### config.mk
export PLATFORM = sky130hd
export DESIGN_NAME = mc_ctrl
export DESIGN_NICKNAME = d
export VERILOG_FILES = /design/src/rtl/mc_ctrl.sv
export SDC_FILE = /design/constraint.sdc
export NUM_CORES = 1
export LEC_CHECK = 0
export ABC_AREA = 1
export CAP_MARGIN = 20
export CORE_MARGIN = 2
export CORE_UTILIZATION = 34
export DETAILED_ROUTE_END_ITERATION = 8
export GPL_ROUTABILITY_DRIVEN = 0
export PLACE_DENSITY = 0.69
export SYNTH_ARGS = -nofsm -noshare
export SYNTH_HDL_FRONTEND = slang
export SYNTH_SLANG_ARGS = --single-unit
### constraint.sdc
create_clock -name clk -period 1.2 [get_ports clk]
set_clock_uncertainty 0.1 [all_clocks]
set_input_delay 0.12 -clock clk [delete_from_list [all_inputs] [get_ports clk]]
set_output_delay 0.12 -clock clk [all_outputs]
set_load 0.005 [all_outputs]
### src/rtl/mc_ctrl.sv
// mc_ctrl: multi-cycle MIPS main controller.
// A Moore FSM that sequences the shared ALU, the unified memory and the
// register file. It drives every datapath mux select and all write enables.
// Define MEM_HANDSHAKE_EN to make FETCH, MEMRD and MEMWR wait for mem_ready.
// Without that macro every memory state lasts one cycle and mem_ready is
// ignored.
module mc_ctrl (
   input  logic       clk,
   input  logic       rst_n,
   input  logic [5:0] op,
   input  logic       zero,
   input  logic       mem_ready,
   output logic       mem_req,
   output logic       iord,
   output logic       alusrca,
   output logic [1:0] alusrcb,
   output logic [1:0] aluop,
   output logic [1:0] pcsrc,
   output logic       regdst,
   output logic       memtoreg,
   output logic       irwrite,
   output logic       memwrite,
   output logic       regwrite,
   output logic       pcen,
   output logic       retire,
   output logic       illegal
);

   localparam logic [5:0] OP_RTYPE = 6'b000000;
   localparam logic [5:0] OP_LW    = 6'b100011;
   localparam logic [5:0] OP_SW    = 6'b101011;
   localparam logic [5:0] OP_BEQ   = 6'b000100;
   localparam logic [5:0] OP_ADDI  = 6'b001000;
   localparam logic [5:0] OP_J     = 6'b000010;

   typedef enum logic [3:0] {
      S_FETCH,
      S_DECODE,
      S_MEMADR,
      S_MEMRD,
      S_MEMWB,
      S_MEMWR,
      S_EXEC,
      S_ALUWB,
      S_BRANCH,
      S_ADDIEXEC,
      S_ADDIWB,
      S_JUMP
   } state_t;

   state_t state;

   // mem_done is high in the cycle in which the current memory access
   // completes. It is always high when there is no handshake.
   logic mem_done;
`ifdef MEM_HANDSHAKE_EN
   assign mem_done = mem_ready;
`else
   logic unused_mem_ready;
   assign unused_mem_ready = mem_ready;
   assign mem_done         = 1'b1;
`endif

   // State sequencing and the sticky illegal-opcode flag.
   always_ff @(posedge clk or negedge rst_n) begin
      if (!rst_n) begin
         state   <= S_FETCH;
         illegal <= 1'b0;
      end else begin
         case (state)
            S_FETCH:  if (mem_done) state <= S_DECODE;
            S_DECODE: begin
               case (op)
                  OP_LW, OP_SW: state <= S_MEMADR;
                  OP_RTYPE:     state <= S_EXEC;
                  OP_BEQ:       state <= S_BRANCH;
                  OP_ADDI:      state <= S_ADDIEXEC;
                  OP_J:         state <= S_JUMP;
                  default: begin
                     // Unsupported opcode: flag it and carry on with
                     // the next fetch.
                     state   <= S_FETCH;
                     illegal <= 1'b1;
                  end
               endcase
            end
            S_MEMADR:   state <= (op == OP_LW) ? S_MEMRD : S_MEMWR;
            S_MEMRD:    if (mem_done) state <= S_MEMWB;
            S_MEMWB:    state <= S_FETCH;
            S_MEMWR:    if (mem_done) state <= S_FETCH;
            S_EXEC:     state <= S_ALUWB;
            S_ALUWB:    state <= S_FETCH;
            S_BRANCH:   state <= S_FETCH;
            S_ADDIEXEC: state <= S_ADDIWB;
            S_ADDIWB:   state <= S_FETCH;
            S_JUMP:     state <= S_FETCH;
            default:    state <= S_FETCH;
         endcase
      end
   end

   // Output decode of the state register. Reset masks every write enable
   // and mem_req. The selects already show FETCH values because the state
   // is FETCH during reset.
   always_comb begin
      mem_req  = 1'b0;
      iord     = 1'b0;
      alusrca  = 1'b0;
      alusrcb  = 2'b00;
      aluop    = 2'b00;
      pcsrc    = 2'b00;
      regdst   = 1'b0;
      memtoreg = 1'b0;
      irwrite  = 1'b0;
      memwrite = 1'b0;
      regwrite = 1'b0;
      pcen     = 1'b0;
      retire   = 1'b0;
      case (state)
         S_FETCH: begin
            mem_req = 1'b1;
            alusrcb = 2'b01;
            irwrite = mem_done;
            pcen    = mem_done;
         end
         S_DECODE: begin
            alusrcb = 2'b11;
         end
         S_MEMADR: begin
            alusrca = 1'b1;
            alusrcb = 2'b10;
         end
         S_MEMRD: begin
            mem_req = 1'b1;
            iord    = 1'b1;
         end
         S_MEMWB: begin
            memtoreg = 1'b1;
            regwrite = 1'b1;
            retire   = 1'b1;
         end
         S_MEMWR: begin
            mem_req  = 1'b1;
            iord     = 1'b1;
            memwrite = mem_done;
            retire   = mem_done;
         end
         S_EXEC: begin
            alusrca = 1'b1;
            aluop   = 2'b10;
         end
         S_ALUWB: begin
            regdst   = 1'b1;
            regwrite = 1'b1;
            retire   = 1'b1;
         end
         S_BRANCH: begin
            alusrca = 1'b1;
            aluop   = 2'b01;
            pcsrc   = 2'b01;
            pcen    = zero;
            retire  = 1'b1;
         end
         S_ADDIEXEC: begin
            alusrca = 1'b1;
            alusrcb = 2'b10;
         end
         S_ADDIWB: begin
            regwrite = 1'b1;
            retire   = 1'b1;
         end
         S_JUMP: begin
            pcsrc  = 2'b10;
            pcen   = 1'b1;
            retire = 1'b1;
         end
         default: begin
            mem_req = 1'b0;
         end
      endcase
      if (!rst_n) begin
         mem_req  = 1'b0;
         irwrite  = 1'b0;
         memwrite = 1'b0;
         regwrite = 1'b0;
         pcen     = 1'b0;
         retire   = 1'b0;
      end
   end

endmodule

Word-level counts from Yosys, hierarchy flattened --
Cells that the tools add are included.
Cells by class: mux-type cells 22, eq/ne operators 16, reductions and logical operators 12, bitwise logic cells 1
Operator list (count):
- $pmux 4 s6 | 1
- $pmux 4 s5 | 1
- $eq 4x3->1 const B | 4
- $eq 4x4->1 const B | 4
- $mux 1 | 15
- $eq 6x6->1 const B | 2
- $reduce_or 6->1 | 2
- $eq 4x2->1 const B | 2
- $pmux 2 s2 | 2
- $reduce_or 2->1 | 4
- $eq 6x2->1 const B | 1
- $eq 6x3->1 const B | 1
- $eq 6x4->1 const B | 1
- $logic_not 6->1 | 1
- $pmux 2 s3 | 1
- $reduce_or 3->1 | 2
- $eq 4x1->1 const B | 1
- $logic_not 4->1 | 1
- $reduce_or 4->1 | 1
- $mux 3 | 1
- $pmux 1 s2 | 1
- $reduce_and 2->1 | 1
- $not 1->1 | 1
Word-level totals: word-level logic and storage cells 53, output and inout port bits 17, register bits 5, input bits 10

Logic depth before layout (Yosys ltp) --
Gate-level depths: netlist of run 1.
depth in word-level cells 4, mapped depth 8, mapped depth without buffers 8

Worst setup path after synthesis of run 1 --
OpenSTA, ideal clock, no wires.
kind reg-to-output, start reg state[0], end out pcen, data required time 0.980 ns, stages on the path, launching flop included 6, setup slack 0.041 ns, arrival time 0.939 ns, cells stage by stage dfrtp_1 nor2_1 inv_1 nor2_4 nand2_1 a31oi_1
On the way: word-level cells in the longest chain between the ends 4, elaborated cells between the ends (all ways) 6, those cells by class eq/ne: 2; mux: 2; reduce/logical: 2
RTL lines:
- from (decl) | RTL line 51 | state_t state;
- from (signal assigned) | RTL line 87 | S_MEMADR: state <= (op == OP_LW) ? S_MEMRD : S_MEMWR;
- $eq 4x4->1 / $logic_not 4->1 (equally long branches) | RTL line 119 | case (state)
- $reduce_or 2->1 (no line)
- $pmux 1 s2 * | RTL line 119
- $mux 1 * | RTL line 181 | if (!rst_n) begin
- to (decl) | RTL line 24 | output logic pcen,
Mark *: on every way between the ends. The rest lies on a longest branch, timed or not.

Final worst setup path of run 1 --
start reg state[1], end out pcen
Same word-level chain as after synthesis.

==> flow_metrics.tcl, run 1 <==
set metrics [dict create \
    outcome "finished with violations" \
    violations "negative setup slack" \
    postSynthAreaPerCell_um2 5.56 \
    setup_ws_ps -530 \
    wl_mm 2.53 \
    cp_common_cell "nor2_4" \
    fin_setup_tns_ps -6320 \
    wl_per_cell_um 14.9 \
    dieArea_um2 1850 \
    cts-root-buf "clkbuf_4" \
    drt-vias-per-instance 5.00 \
    crit_path_end_kind "output pin" \
    nets 165 \
    finalPower_mw 1.77 \
    vias 850 \
    dp_hpwl_mm 1.27 \
    cap_violations 0 \
    grt_max_degree 6 \
    core-area_um2 1470 \
    io_pins 27 \
    n_antenna_cell 0 \
    powerDensity_nw_per_um2 1440 \
    ys_types 15 \
    finish.instance_area_um2 1220 \
    chipWidth_um 43.0 \
    ys_warn_count 0 \
    whs_ps 224 \
    power.leakage_nw 0.701 \
    antenna_left 0 \
    cp_top_family "flip-flops" \
    max_stage_delay_ps 440 \
    slowest_stage "dfrtp_2" \
    min_period_ps 1730 \
    clkTransAtPathRegs_ps 40 \
    grt_use_total 0.245 \
    synth_top_cell_by_area "dfrtp_1" \
    drc 0 \
    rows 14 \
    fin_cells 170 \
    seq_area_frac_synth 0.242 \
    finalHoldViolations 0 \
    cts_tree "yes" \
    cts_buffers 3 \
    worstMarginPinSlew_ps 267 \
    port_buffers 25 \
    drt_first_pass_iters 4 \
    crit_path_cell_trace "nor2_4, inv_2, nor2_4, buf_6, nand2_4, a31oi_1, buf_2" \
    arrival_ps 1510 \
    final_util 0.832 \
    dpl_worst_slack_ps -513 \
    post-route-period-util 1.44 \
    cp.buffers_inverters 3 \
    finalSetupViolCount 21 \
    hold_path.class "input pin to asynchronous set/reset pin" \
    startpoint_type "flip-flop" \
    overflow 0 \
    cp.required_ps 980 \
    syn_inst 93 \
    slew_violations 0 \
    syn-num-nets 103 \
    drive_above_1_share 0.591 \
    start_util 0.351 \
    insertion_delay_ps 240 \
    max_freq_mhz 578 \
    grt_pass1_vias 822 \
    grt_pass1_wl_mm 3.45 \
    cts.path.max_buffers 2 \
    area_growth_syn_to_layout_pct 137 \
    synthTopCellsByArea "dfrtp_1 (24%), nand2_1 (20%), inv_1 (13%)" \
    netlist_area_um2 517 \
    nFillCells 90 \
    place_area_um2 922 \
    cts.htree.levels 1 \
    die_y_um 43.0 \
    crit_type "flip-flop to output pin" \
    rsz0062_at_grt "true" \
    path_max_fanout 3 \
    antenna_found_initial 0 \
    synth.top_cell.area_share 0.242 \
    placed_cells 152 \
    ys_seq_elements 5 \
    drt_iter0_drc 14 \
    clock-sinks 5 \
    max-slew-margin-rel 0.821 \
    irDropWorstVdd_uv 900 \
]
[area by class of cell]
class | instances | area, µm² | area share
Sequential cell | 5 | 128 | 0.104
Tap cell | 16 | 20.0 | 0.0164
Timing Repair Buffer | 58 | 500 | 0.409
Inverter | 19 | 86.3 | 0.0706
Multi-Input combinational cell | 68 | 463 | 0.378
Clock buffer | 4 | 26.3 | 0.0215
[cell usage after synthesis, drive strengths merged]
library cell	instances
nand3	6
o21a	1
nor2	23
o21ai	2
a31oi	2
buf	1
nand2	29
nand4	4
dfrtp	5
inv	19
a21oi	1
[state kept, by name, summed over array words and instances (netlist names)]
signal	count
state	4
illegal	1
[cell families after synthesis]
kind of cell,share of synthesized area
buf+inv,0.153
compound gates,0.0678
flops,0.242
simple gates,0.538
[where the power goes]
part	switching, mW	total [mW]	internal (mW)
clock	0.0684	0.194	0.126
sequential	0.0496	0.255	0.206
combinational	0.674	1.32	0.643
[routing by layer]
metal | track usage | share of wire | vias up | wire [µm]
met1 | 0.277 | 0.42 | 401 | 1060
met3 | 0.0638 | 0.044 | 8 | 111
met4 | 0.109 | 0.024 | 0 | 61
met5 | 0 | 0 | - | 0
met2 | 0.427 | 0.51 | 33 | 1300
li1 | - | - | 408 | -
[worst register-to-register path: cells and delay by family, from the launching register on]
| kind | cells | cell delay [ps] |
|---|---|---|
| flip-flops | 1 | 430 |
| buffers and inverters | 2 | 300 |
| AND/OR/NAND/NOR | 5 | 540 |
[cells in the final DEF (no fill, tap or decap)]
master           instances
a21oi_1                  1
a31oi_1                  2
buf_12                   1
buf_2                   12
buf_4                   19
buf_6                   16
clkbuf_1                 1
clkbuf_4                 3
clkdlybuf4s50_1          8
dfrtp_1                  3
dfrtp_2                  2
dlygate4sd2_1            2
inv_1                   10
inv_2                    5
inv_4                    3
inv_8                    1
nand2_1                 14
nand2_2                  6
nand2_4                  7
nand2_8                  2
nand3_1                  5
nand3_2                  1
nand4_1                  4
nor2_1                  10
nor2_2                   5
nor2_4                   8
o21a_1                   1
o21ai_0                  1
o21ai_1                  1
[path summary, 6_finish.rpt]
check | startpoint | end | slack, ps | cells past startpoint
worst max-delay path | state[1] | pcen | -530 | 7
worst min-delay path | rst_n | state[3] | 220 | 3
worst max register to register | state[0] | state[1] | -230 | 7
worst min register to register | illegal | illegal | 360 | 2
max in group asynchronous | rst_n | state[1] | 660 | 3
min in group clk | illegal | illegal | 360 | 2
[timing repair]
action,CTS,global route
buffers inserted,14,4
pin swaps,20,12
gates resized for setup,111,24
hold endpoints to repair,0,0
endpoints found under the setup margin,22,21
hold buffers,0,0
No activity file was read; power rests on OpenSTA's default activity.
==> run 2: changes to the inputs <==
- SKIP_CTS_REPAIR_TIMING: unset -> 1
==> flow_metrics.tcl, run 2 (same netlist as run 1, synthesis figures left out) <==
set metrics [dict create \
    crit_type "flip-flop to output pin" \
    power.leakage_nw 0.658 \
    start_util 0.351 \
    drc 0 \
    grt_max_degree 6 \
    insertion_delay_ps 230 \
    cap_violations 0 \
    cts_buffers 3 \
    slew_violations 0 \
    final_common_cell "buf_4" \
    n_antenna_cell 0 \
    wl_per_cell_um 11.5 \
    grt_pass1_wl_mm 2.34 \
    grt_pass1_vias 654 \
    wl_mm 1.95 \
    finalHoldViolations 0 \
    min_period_ps 1680 \
    clkTransAtPathRegs_ps 40 \
    cp.required_ps 980 \
    hold_path.class "input pin to asynchronous set/reset pin" \
    top_regs "state x4, illegal x1" \
    nets 164 \
    dpl_worst_slack_ps -513 \
    worstMarginPinSlew_ps 267 \
    r2r_slack_ps -200 \
    setup_ws_ps -476 \
    dieArea_um2 1850 \
    post-route-period-util 1.40 \
    overflow 0 \
    regMostFlops "state" \
    path_max_fanout 4 \
    antenna_found_initial 0 \
    cts.path.max_buffers 2 \
    final_cell_mix "buf_4 (25), nand2_1 (16), inv_1 (11), nand2_2 (11), nor2_1 (10)" \
    max-slew-margin-rel 0.821 \
    crit_path_end_kind "output pin" \
    rr_endpoint "state[1]" \
    finalSetupViolCount 21 \
    irDropWorstVdd_uv 602 \
    largest_reg_flops 4 \
    clock-sinks 5 \
    cp-endpoint "pcen" \
    violations "negative setup slack" \
    chipWidth_um 43.0 \
    io_pins 27 \
    cts-root-buf "clkbuf_4" \
    cts.htree.levels 1 \
    drt_iter0_drc 9 \
    cts_tree "yes" \
    fin_setup_tns_ps -5590 \
    core-area_um2 1470 \
    die_y_um 43.0 \
    nFillCells 121 \
    dp_hpwl_mm 1.27 \
    vias 814 \
    port_buffers 25 \
    startpoint_type "flip-flop" \
    rsz0062_at_grt "true" \
    crit_start "state[1]" \
    antenna_left 0 \
    drt_first_pass_iters 6 \
    arrival_ps 1460 \
    grt_use_total 0.159 \
    rows 14 \
    drt-vias-per-instance 4.82 \
    reg2reg_from "state[0]" \
    area_growth_syn_to_layout_pct 114 \
    max_freq_mhz 597 \
    worst-r2r-cell-count 8 \
    powerDensity_nw_per_um2 1320 \
    drive_above_1_share 0.569 \
    outcome "finished with violations" \
]
## run 2: changes by cell type in the layout (fill, tap and decap cells not counted), moves of 4 or more
cell / change
buf_4: +6
clkbuf_2: +8
buf_2: -7
nand2_2: +5
nand2_4: -5
buf_6: -9
dlymetal6s2s_1: +4
## run 2: worst max-delay path: stages (launching register included)
cell     delay (ps)
dfrtp_2         430
buf_6           130
nor2_4           90
inv_2            60
nor2_4          130
buf_6           110
nand2_2          40
a31oi_1         110
buf_2           130
## run 2: stage by stage
| step | cell area, µm² | cells | power [mW] | utilization | hold WS [ps] |
|---|---|---|---|---|---|
| after global placement | 922 | 152 | 0.981 | 0.627 | 346 |
| after global routing | 1110 | 169 | 1.56 | 0.752 | 201 |
| after detailed placement | 922 | 152 | 0.986 | 0.627 | 351 |
| final | 1110 | 169 | 1.46 | 0.752 | 209 |
| after CTS | 948 | 156 | 1.18 | 0.645 | 183 |
| after floorplan | 517 | 93 | 0.559 | - | -276 |
## run 2: worst min path at each step
stage	startpoint	end	cells after the start
CTS	rst_n	state[3]	3
detailed placement	illegal	illegal	2
global placement	illegal	illegal	2
global route	rst_n	illegal	3
floorplan	rst_n	illegal	0
finish	rst_n	state[3]	3
## run 2: power breakdown
group          leakage, nW  total (mW)  switching [mW]  internal [mW]
clock               0.0150       0.186          0.0613          0.125
combinational        0.585        1.00           0.488          0.514
sequential          0.0577       0.270          0.0629          0.207
## run 2: metal layers
layer,up-vias,global-route usage,wire [µm]
li1,405,-,-
met1,381,0.188,733
met2,25,0.297,1100
met3,3,0.0255,100
met4,0,0.0364,18
met5,-,0,0
## run 2: final cells by class
| class | count | area [µm²] | share of cell area |
|---|---|---|---|
| timing repair buffer | 57 | 462 | 0.417 |
| clock buffer | 4 | 26.3 | 0.0238 |
| inverter | 19 | 71.3 | 0.0645 |
| sequential | 5 | 129 | 0.117 |
| multi-input combinational | 68 | 398 | 0.360 |
| tap | 16 | 20.0 | 0.0181 |
==> run 3: changes to the inputs <==
- GPL_TIMING_DRIVEN: unset -> 1
- HOLD_SLACK_MARGIN: unset -> 0.03
==> results of run 3 <==
Final layout, timing and power as in run 2 (identical DEF).
